File: src/rtl/regfile_2r1w_sb_pkg.sv
// -----------------------------------------------------------------------------
// regfile_2r1w_sb_pkg
// Shared constants, types and the 4->16 index decoder for the decode-stage
// register file.
//   DATA_W     register width in bits
//   NUM_REGS   architectural register count
//   REG_IDX_W  register index width
//   R0         index of the hardwired-zero register
//   decode_idx one-hot wordline decoder, shared by the read and write ports
// -----------------------------------------------------------------------------
package regfile_2r1w_sb_pkg;

    localparam int DATA_W    = 16;
    localparam int NUM_REGS  = 16;
    localparam int REG_IDX_W = $clog2(NUM_REGS);

    typedef logic [DATA_W-1:0]    word_t;
    typedef logic [NUM_REGS-1:0]  wordline_t;
    typedef logic [REG_IDX_W-1:0] reg_idx_t;

    localparam reg_idx_t R0 = '0;

    // Register index to one-hot wordline.
    function automatic wordline_t decode_idx(input reg_idx_t idx);
        wordline_t wl;
        wl      = '0;
        wl[idx] = 1'b1;
        return wl;
    endfunction

endpackage

File: src/rtl/regfile_2r1w_sb_word.sv
// -----------------------------------------------------------------------------
// regfile_word
// One DATA_W-bit architectural register with a write enable.
//   clk  core clock
//   rst  synchronous, active-high reset (clears the word)
//   we   write wordline for this register
//   d    write data
//   q    register contents
// -----------------------------------------------------------------------------
module regfile_word
    import regfile_2r1w_sb_pkg::*;
(
    input  logic  clk,
    input  logic  rst,
    input  logic  we,
    input  word_t d,
    output word_t q
);

    // NOTE: state is updated with non-blocking assignments so every flop
    // samples the pre-edge values of its inputs, independent of block order.
    always_ff @(posedge clk) begin
        if (rst) begin
            q <= '0;
        end else if (we) begin
            q <= d;
        end
    end

endmodule

File: src/rtl/regfile_2r1w_sb.sv
// -----------------------------------------------------------------------------
// regfile_2r1w_sb
// 16 x 16-bit register file, two combinational read ports, one write port,
// write-before-read bypass and a per-register busy scoreboard for the hazard
// unit. R0 reads as zero, ignores writes and is never marked busy.
//   clk        core clock
//   rst        synchronous, active-high reset (registers and busy bits)
//   src_reg1/2 read port indices
//   src_data1/2 read port data (bypassed from wr_data on a matching write)
//   wr_en      writeback valid
//   wr_reg     writeback destination index
//   wr_data    writeback data
//   issue_en   issuing instruction will write issue_reg
//   issue_reg  destination index of the issuing instruction
//   src_busy1/2 operand has a pending producer that the bypass cannot cover
//   busy_vec   raw scoreboard bits
// -----------------------------------------------------------------------------
module regfile_2r1w_sb
    import regfile_2r1w_sb_pkg::*;
(
    input  logic                clk,
    input  logic                rst,
    input  logic [3:0]          src_reg1,
    input  logic [3:0]          src_reg2,
    output logic [DATA_W-1:0]   src_data1,
    output logic [DATA_W-1:0]   src_data2,
    input  logic                wr_en,
    input  logic [3:0]          wr_reg,
    input  logic [DATA_W-1:0]   wr_data,
    input  logic                issue_en,
    input  logic [3:0]          issue_reg,
    output logic                src_busy1,
    output logic                src_busy2,
    output logic [NUM_REGS-1:0] busy_vec
);

    // Wordlines from the shared index decoder.
    wordline_t rd_wl1, rd_wl2, wr_wl, set_wl;
    logic      wr_ok, issue_ok;

    assign wr_ok    = wr_en && (wr_reg != R0);
    assign issue_ok = issue_en && (issue_reg != R0);

    assign rd_wl1 = decode_idx(src_reg1);
    assign rd_wl2 = decode_idx(src_reg2);
    assign wr_wl  = decode_idx(wr_reg)    & {NUM_REGS{wr_ok}};
    assign set_wl = decode_idx(issue_reg) & {NUM_REGS{issue_ok}};

    // Register storage: R0 is a constant, the rest are real words.
    word_t regs [NUM_REGS];

    assign regs[0] = '0;

    // NOTE: every word carries a reset because software relies on a known
    // all-zero register file after reset; this is not a RAM macro.
    for (genvar i = 1; i < NUM_REGS; i++) begin : g_word
        regfile_word u_word (
            .clk (clk),
            .rst (rst),
            .we  (wr_wl[i]),
            .d   (wr_data),
            .q   (regs[i])
        );
    end

    // Read ports: one-hot AND-OR of wordlines with register contents, then the
    // writeback bypass. wr_ok excludes R0, so a write to R0 never bypasses.
    word_t rd1, rd2;
    logic  byp1, byp2;

    assign byp1 = wr_ok && (wr_reg == src_reg1);
    assign byp2 = wr_ok && (wr_reg == src_reg2);

    always_comb begin
        // NOTE: defaults first so every path assigns rd1/rd2 and no latch
        // is inferred.
        rd1 = '0;
        rd2 = '0;
        for (int i = 0; i < NUM_REGS; i++) begin
            rd1 = rd1 | (regs[i] & {DATA_W{rd_wl1[i]}});
            rd2 = rd2 | (regs[i] & {DATA_W{rd_wl2[i]}});
        end
    end

    assign src_data1 = byp1 ? wr_data : rd1;
    assign src_data2 = byp2 ? wr_data : rd2;

    // Scoreboard. Clear is applied before set so that a new producer issued
    // in the writeback cycle of the old one keeps the register busy. Bit 0
    // can never be set because set_wl excludes R0.
    wordline_t busy;

    always_ff @(posedge clk) begin
        if (rst) begin
            busy <= '0;
        end else begin
            busy <= (busy & ~wr_wl) | set_wl;
        end
    end

    // A producer writing back this cycle is covered by the bypass.
    assign src_busy1 = busy[src_reg1] & ~(wr_en & (wr_reg == src_reg1));
    assign src_busy2 = busy[src_reg2] & ~(wr_en & (wr_reg == src_reg2));
    assign busy_vec  = busy;

endmodule
File: config.mk
export PLATFORM = sky130hd
export DESIGN_NAME = regfile_2r1w_sb
export DESIGN_NICKNAME = d
export VERILOG_FILES = /design/src/rtl/regfile_2r1w_sb_pkg.sv /design/src/rtl/regfile_2r1w_sb_word.sv /design/src/rtl/regfile_2r1w_sb.sv
export SDC_FILE = /design/constraint.sdc
export NUM_CORES = 1
export LEC_CHECK = 0
export BUFFER_PORTS_ARGS = -buffer_cell sky130_fd_sc_hd__buf_2
export CORE_UTILIZATION = 45
export DETAILED_ROUTE_END_ITERATION = 7
export SLEW_MARGIN = 15
export SYNTH_ARGS = -nofsm -noshare
export SYNTH_HDL_FRONTEND = slang
export SYNTH_SLANG_ARGS = --single-unit
File: constraint.sdc
create_clock -name clk -period 2.1 [get_ports clk]
set_clock_uncertainty 0.15 [all_clocks]
set_input_delay 0.42 -clock clk [delete_from_list [all_inputs] [get_ports clk]]
set_output_delay 0.42 -clock clk [all_outputs]
set_load 0.01 [all_outputs]
==> results.yml, run 1 <==
final_layout:
  multi_input_area_sq_um: 9230
  num_antenna_cells: 0
  nNetsFinal: 2075
  fillers: 2367
  syn_to_final_growth_pct: 45.1
  instances_no_fill: 2443
  fin_area_sq_um: 19500
  ff_latch_area_sq_um: 5140
  drive_gt1_frac: 0.339
critical_path:
  crit_slowest_cell: "mux4_2"
  cp_cell_sequence: "mux4_2, mux4_2, and2_4, buf_6"
  cp_common_cell: "mux4_2"
  arrival_ps: 2130
  worst-path-max-fanout: 3
  critical_path.reg2reg.endpoint: "busy_vec[4]"
  r2r_cells: 3
  critical_path.top_delay_family: "multiplexers"
  r2r_start: "busy_vec[4]"
  required_ps: 1530
  cp_num_buf_inv: 1
  critical_path_class: "reg2out"
  worst-r2r-setup-slack_ps: 1120
  end_kind: "primary output"
  critPathMaxStageDelay_ps: 520
  startpoint_type: "flop"
pwr:
  power.density_nw_per_um2: 609
  power_uw: 11900
  p_switching_uw: 3200
  clkPwrFrac: 0.438
  ir_worst_vdd_mv: 0.582
  swShare: 0.270
  combPwrFrac: 0.143
  leakage_uw: 0.00687
  p_seq_frac: 0.420
  p_int_uw: 8670
floorplanning:
  core_area_sq_um: 29000
  die_area_sq_um: 30600
  num_rows: 62
  initial_core_util: 0.463
  ios: 86
  die_w_um: 175
  die_h_um: 175
timing:
  fin_ws_ps: -600
  period_minus_slack_ps: 2700
  setup_viol: 34
  worst_slew_pin_slew_ps: 526
  finalHoldViolations: 0
  fin_crit_sh: 1.29
  slew_viol_final: 0
  relSlewSlack: 0.649
  rsz0062_at_grt: "yes"
  fmax_ghz: 0.370
route:
  drt_iter0_drc: 1849
  routedWlPerCell_um: 24.9
  drcViolationCount: 0
  wl_um: 60800
  ant_nets: 0
  viasPerCell: 6.26
  vias: 15290
  drtPass1Iterations: 6
clock_network:
  clock_latency_ps: 550
  cts_root_buf: "clkbuf_16"
  cts_max_path_buffers: 3
  cts_tree: "done"
  h-tree-depth: 1
  cts_buffers: 29
  clk_pin_slew_ps: 60
  clock_sinks: 256
yosys:
  ys_seq_area_frac: 0.381
  yosys-top-cells-area: "dfxtp_1, nand2_1, a21oi_1"
  synth_common_cells: "nand2_1, a21oi_1, dfxtp_1"
  syn_area_sq_um: 13400
  synth-main-ff-cell: "dfxtp_1"
  syn_inst: 1805
  yosysUniqueCellTypes: 48
  yosys.area.top_type: "dfxtp_1"
  synthArstFlopShare: 0
  synth_top_cell_area_share: 0.381
  synth.avg_cell_area_sq_um: 7.45
  synth_fp_nets: 1841
  synth_most_common_cell: "nand2_1"
  yosysWarnings: 0
  synth.ff_latch_count: 256
  synth_edf_count: 0
grt:
  grt_pass1_wl_um: 90200
  grt_pass1_vias: 14817
  grt_max_degree: 56
  antenna_found_initial: 0
  grtUsageTotal: 0.389
  gr-total-overflow: 0
placement:
  gp_congestion: 0.978
  placed_area_sq_um: 16600
  dp_slack_ps: -934
  io_buffers: 85
  dpl.hpwl_um: 42000
  dp.cells: 2346
status:
  violations: "negative setup slack"
  status: "complete, but fails checks"
hold_path:
  whs_path_depth: 3
  hold_path_class: "in2reg"
  hold_start: "wr_data[0]"
  whs_endpoint: "g_word[2].u_word.q[0]"
flow_run:
  maxCapViolCount: 0
[worst max path at each step]
stage	from	cells after the start	end	slack, ps
floorplan	src_reg1[0]	5	src_busy1	-180
global placement	src_reg2[0]	7	src_data2[9]	-870
detailed placement	src_reg2[0]	7	src_data2[9]	-930
CTS	busy_vec[3]	4	src_busy2	-610
global route	busy_vec[3]	4	src_busy2	-640
finish	busy_vec[3]	4	src_busy2	-600
[per-stage QoR]
stage                     setup TNS (ps)  hold WS [ps]  utilization
after floorplan                    -4030           298            -
after global placement            -24910           305        0.572
after detailed placement          -26030           309        0.572
after CTS                         -15250          26.1        0.655
after global routing              -17210          42.8        0.672
final                             -15920          34.6        0.672
[layer usage]
metal / wire (um) / track usage / vias to the layer above
met5: 0 / 0 / -
met4: 3920 / 0.229 / 0
met3: 5040 / 0.0503 / 213
met2: 28500 / 0.643 / 894
met1: 23300 / 0.485 / 7350
li1: - / - / 6833
[cells by family after synthesis]
| kind of cell | after synthesis | share of synthesized area |
|---|---|---|
| AO/OA/AOI/OAI | 560 | 0.264 |
| XOR/XNOR | 8 | 0.00521 |
| buffers and inverters | 179 | 0.0620 |
| flip-flops | 256 | 0.381 |
| multiplexers | 82 | 0.0704 |
| AND/OR/NAND/NOR | 720 | 0.217 |
[flip-flops by register name, summed over array words and instances, names as in the netlist]
signal / cells
g_word.u_word.q: 240
busy_vec: 16
[placed cells by master (no fill, tap or decap), types with 8 or more instances in the layout]
master	count
nand2_1	512
a21oi_1	257
dfxtp_1	242
buf_4	195
a22oi_1	80
buf_2	66
mux2i_1	62
nor2_1	60
buf_6	54
nor2_2	43
o22ai_1	42
buf_12	42
a22oi_2	36
clkbuf_16	31
a22o_1	24
nor2_4	23
a31oi_4	23
a2111oi_4	16
dfxtp_2	14
nand3_1	12
a21oi_2	10
o22ai_2	10
a32o_1	10
mux4_2	10
nor2b_1	9
mux2i_2	9
clkbuf_8	9
buf_8	9
a31oi_2	8
[repair_timing]
| action | CTS | global route |
|---|---|---|
| gates resized for setup | 259 | 68 |
| pin swaps | 85 | 35 |
| hold buffers | 2 | 0 |
| buffers inserted | 30 | 16 |
| cloned | 7 | 2 |
| hold endpoints to repair | 3 | 0 |
| endpoints found under the setup margin | 34 | 34 |
[worst reg2reg max path: cells and delay by family (launching register included)]
kind / cells / cell delay [ps]
simple gates: 1 / 50
flops: 1 / 350
compound gates: 1 / 150
buf+inv: 1 / 150
[power groups by stage]
stage               sequential [uW]  combinational [uW]  clock, uW
finish                         4980                1690       5200
global route                   4990                1750       5400
CTS                            4980                1570       5200
detailed placement             5080                1340          0
global placement               5080                1330          0
floorplan                      5070                 766          0
[cell type report]
type / count / area share
Clock buffer: 41 / 0.0436
Clock inverter: 10 / 0.00539
Inverter: 2 / 0.000385
Multi-Input combinational cell: 1371 / 0.473
Sequential cell: 256 / 0.264
Tap cell: 384 / 0.0246
Timing Repair Buffer: 379 / 0.189
Power figures use the tool's default switching activity.
==> inputs of run 2 (changes only) <==
--- a/config.mk
+++ b/config.mk
@@ -6,9 +6,10 @@
 export NUM_CORES = 1
 export LEC_CHECK = 0
 export BUFFER_PORTS_ARGS = -buffer_cell sky130_fd_sc_hd__buf_2
+export CORE_ASPECT_RATIO = 0.6
 export CORE_UTILIZATION = 45
 export DETAILED_ROUTE_END_ITERATION = 7
-export SLEW_MARGIN = 15
+export SLEW_MARGIN = 20
 export SYNTH_ARGS = -nofsm -noshare
 export SYNTH_HDL_FRONTEND = slang
 export SYNTH_SLANG_ARGS = --single-unit
==> run 2 against run 1 <==
Net effect: the flow still finishes with violations (negative setup slack); sequential power hardly changed; fmax shrank 1.5%; setup slack got worse by 41 ps; critical path depth is 5 higher; critical endpoint is now src_data2[2].
==> results.yml, run 2 (same netlist as run 1, synthesis figures left out) <==
pwr:
  leakage_uw: 0.00717
  power.density_nw_per_um2: 576
  power_uw: 11800
  ir_worst_vdd_mv: 0.568
critical_path:
  worst-path-max-fanout: 7
  cp_common_cell: "buf_12"
  cp_cell_sequence: "buf_12, and3b_2, buf_12, buf_4, a22oi_1, nor2_1, a2111oi_4, a31oi_4, buf_2"
  startpoint_type: "input port"
  critical_path.top_delay_family: "compound AO/OA/AOI/OAI gates"
  arrival_ps: 2170
  crit_slowest_cell: "a2111oi_4"
  critical_path_class: "in2out"
  required_ps: 1530
  r2r_cells: 3
  critPathMaxStageDelay_ps: 390
  cp_num_buf_inv: 4
  end_kind: "primary output"
  path_depth: 9
route:
  ant_nets: 0
  viasPerCell: 6.49
  routedWlPerCell_um: 27.4
  wl_um: 68700
  drtPass1Iterations: 6
  drcViolationCount: 0
  vias: 16236
  drt_iter0_drc: 2553
final_layout:
  syn_to_final_growth_pct: 52.3
  multi_input_area_sq_um: 9510
  nNetsFinal: 2121
  largest_register_ffs: 240
  ff_latch_area_sq_um: 5160
  final_common_cell: "nand2_1"
  instances_no_fill: 2503
  num_antenna_cells: 0
  drive_gt1_frac: 0.378
  top_register: "g_word.u_word.q"
  fin_area_sq_um: 20500
  final_cell_mix: "nand2_1, a21oi_1, dfxtp_1"
  fillers: 2394
clock_network:
  cts_tree: "done"
  clock_latency_ps: 570
  cts_root_buf: "clkbuf_16"
  cts_max_path_buffers: 3
  clk_pin_slew_ps: 60
  h-tree-depth: 1
  clock_sinks: 256
  cts_buffers: 26
flow_run:
  maxCapViolCount: 0
placement:
  io_buffers: 85
  placed_area_sq_um: 16900
  dp.cells: 2381
  dpl.hpwl_um: 45000
  gp_congestion: 1.03
floorplanning:
  die_area_sq_um: 30600
  initial_core_util: 0.463
  die_h_um: 136
  die_w_um: 225
  core_area_sq_um: 29100
  num_rows: 48
  ios: 86
timing:
  fmax_ghz: 0.365
  fin_crit_sh: 1.31
  finalHoldViolations: 0
  setup_viol: 34
  worst_slew_pin_slew_ps: 495
  slew_viol_final: 0
  rsz0062_at_grt: "yes"
  fin_ws_ps: -641
  setup-tns-final_ps: -18490
  relSlewSlack: 0.669
  hold_ws_ps: 15.4
  period_minus_slack_ps: 2740
hold_path:
  hold_path_class: "in2reg"
  whs_path_depth: 3
grt:
  antenna_found_initial: 1
  gr-total-overflow: 0
  grtUsageTotal: 0.439
  grt_pass1_wl_um: 98900
  grt_pass1_vias: 15046
  grt_max_degree: 75
status:
  violations: "negative setup slack"
  status: "complete, but fails checks"
-- run 2: cell count changes in the layout (fill, tap and decap cells not counted), sizes merged --
cell / change
and3b: -1
buf: +50
bufbuf: +1
clkbuf: -3
clkinv: -1
clkinvlp: -1
dlygate4sd3: -1
-- run 2: worst min-delay path, stage by stage --
cell	delay, ps
buf_2	150
nand2_1	70
a21oi_1	50
-- run 2: final cells by class --
class	instances	share of cell area
Multi-Input combinational cell	1370	0.464
Timing Repair Buffer	429	0.217
Sequential cell	256	0.252
Inverter	2	0.000367
Clock buffer	38	0.0369
Tap cell	400	0.0244
Clock inverter	8	0.00507
-- run 2: worst paths after layout --
| check | from | to | slack [ps] |
|---|---|---|---|
| worst min register to register | g_word[15].u_word.q[3] | g_word[15].u_word.q[3] | 320 |
| worst max register to register | busy_vec[10] | busy_vec[10] | 1080 |
| worst max-delay path | src_reg2[0] | src_data2[2] | -640 |
| worst min-delay path | wr_data[5] | g_word[12].u_word.q[5] | 20 |
-- run 2: what timing repair did --
item	CTS	global route
hold buffers	1	0
buffers inserted	48	19
hold endpoints to repair	8	0
cloned	11	1
setup endpoints to repair	34	34
pin swaps	91	64
gates resized for setup	332	111
-- run 2: report_power, final --
group | switching, uW | leakage (uW) | internal [uW] | total [uW]
combinational | 1120 | 0.00467 | 813 | 1930
clock | 2150 | 0.000422 | 2730 | 4880
sequential | 69.5 | 0.00208 | 4920 | 4990
-- run 2: through the flow --
stage               worst slack (ps)   util
floorplan                       -184      -
global placement                -920  0.581
detailed placement              -896  0.581
CTS                             -593  0.683
global route                    -636  0.705
finish                          -641  0.705
-- run 2: routing by layer --
layer	part of all wire	up-vias	routed length (um)	track usage
met1	0.40	7772	27600	0.624
met4	0.041	2	2820	0.137
met5	0.00016	-	11	0
met3	0.16	244	10800	0.150
li1	-	6909	-	-
met2	0.40	1309	27400	0.618
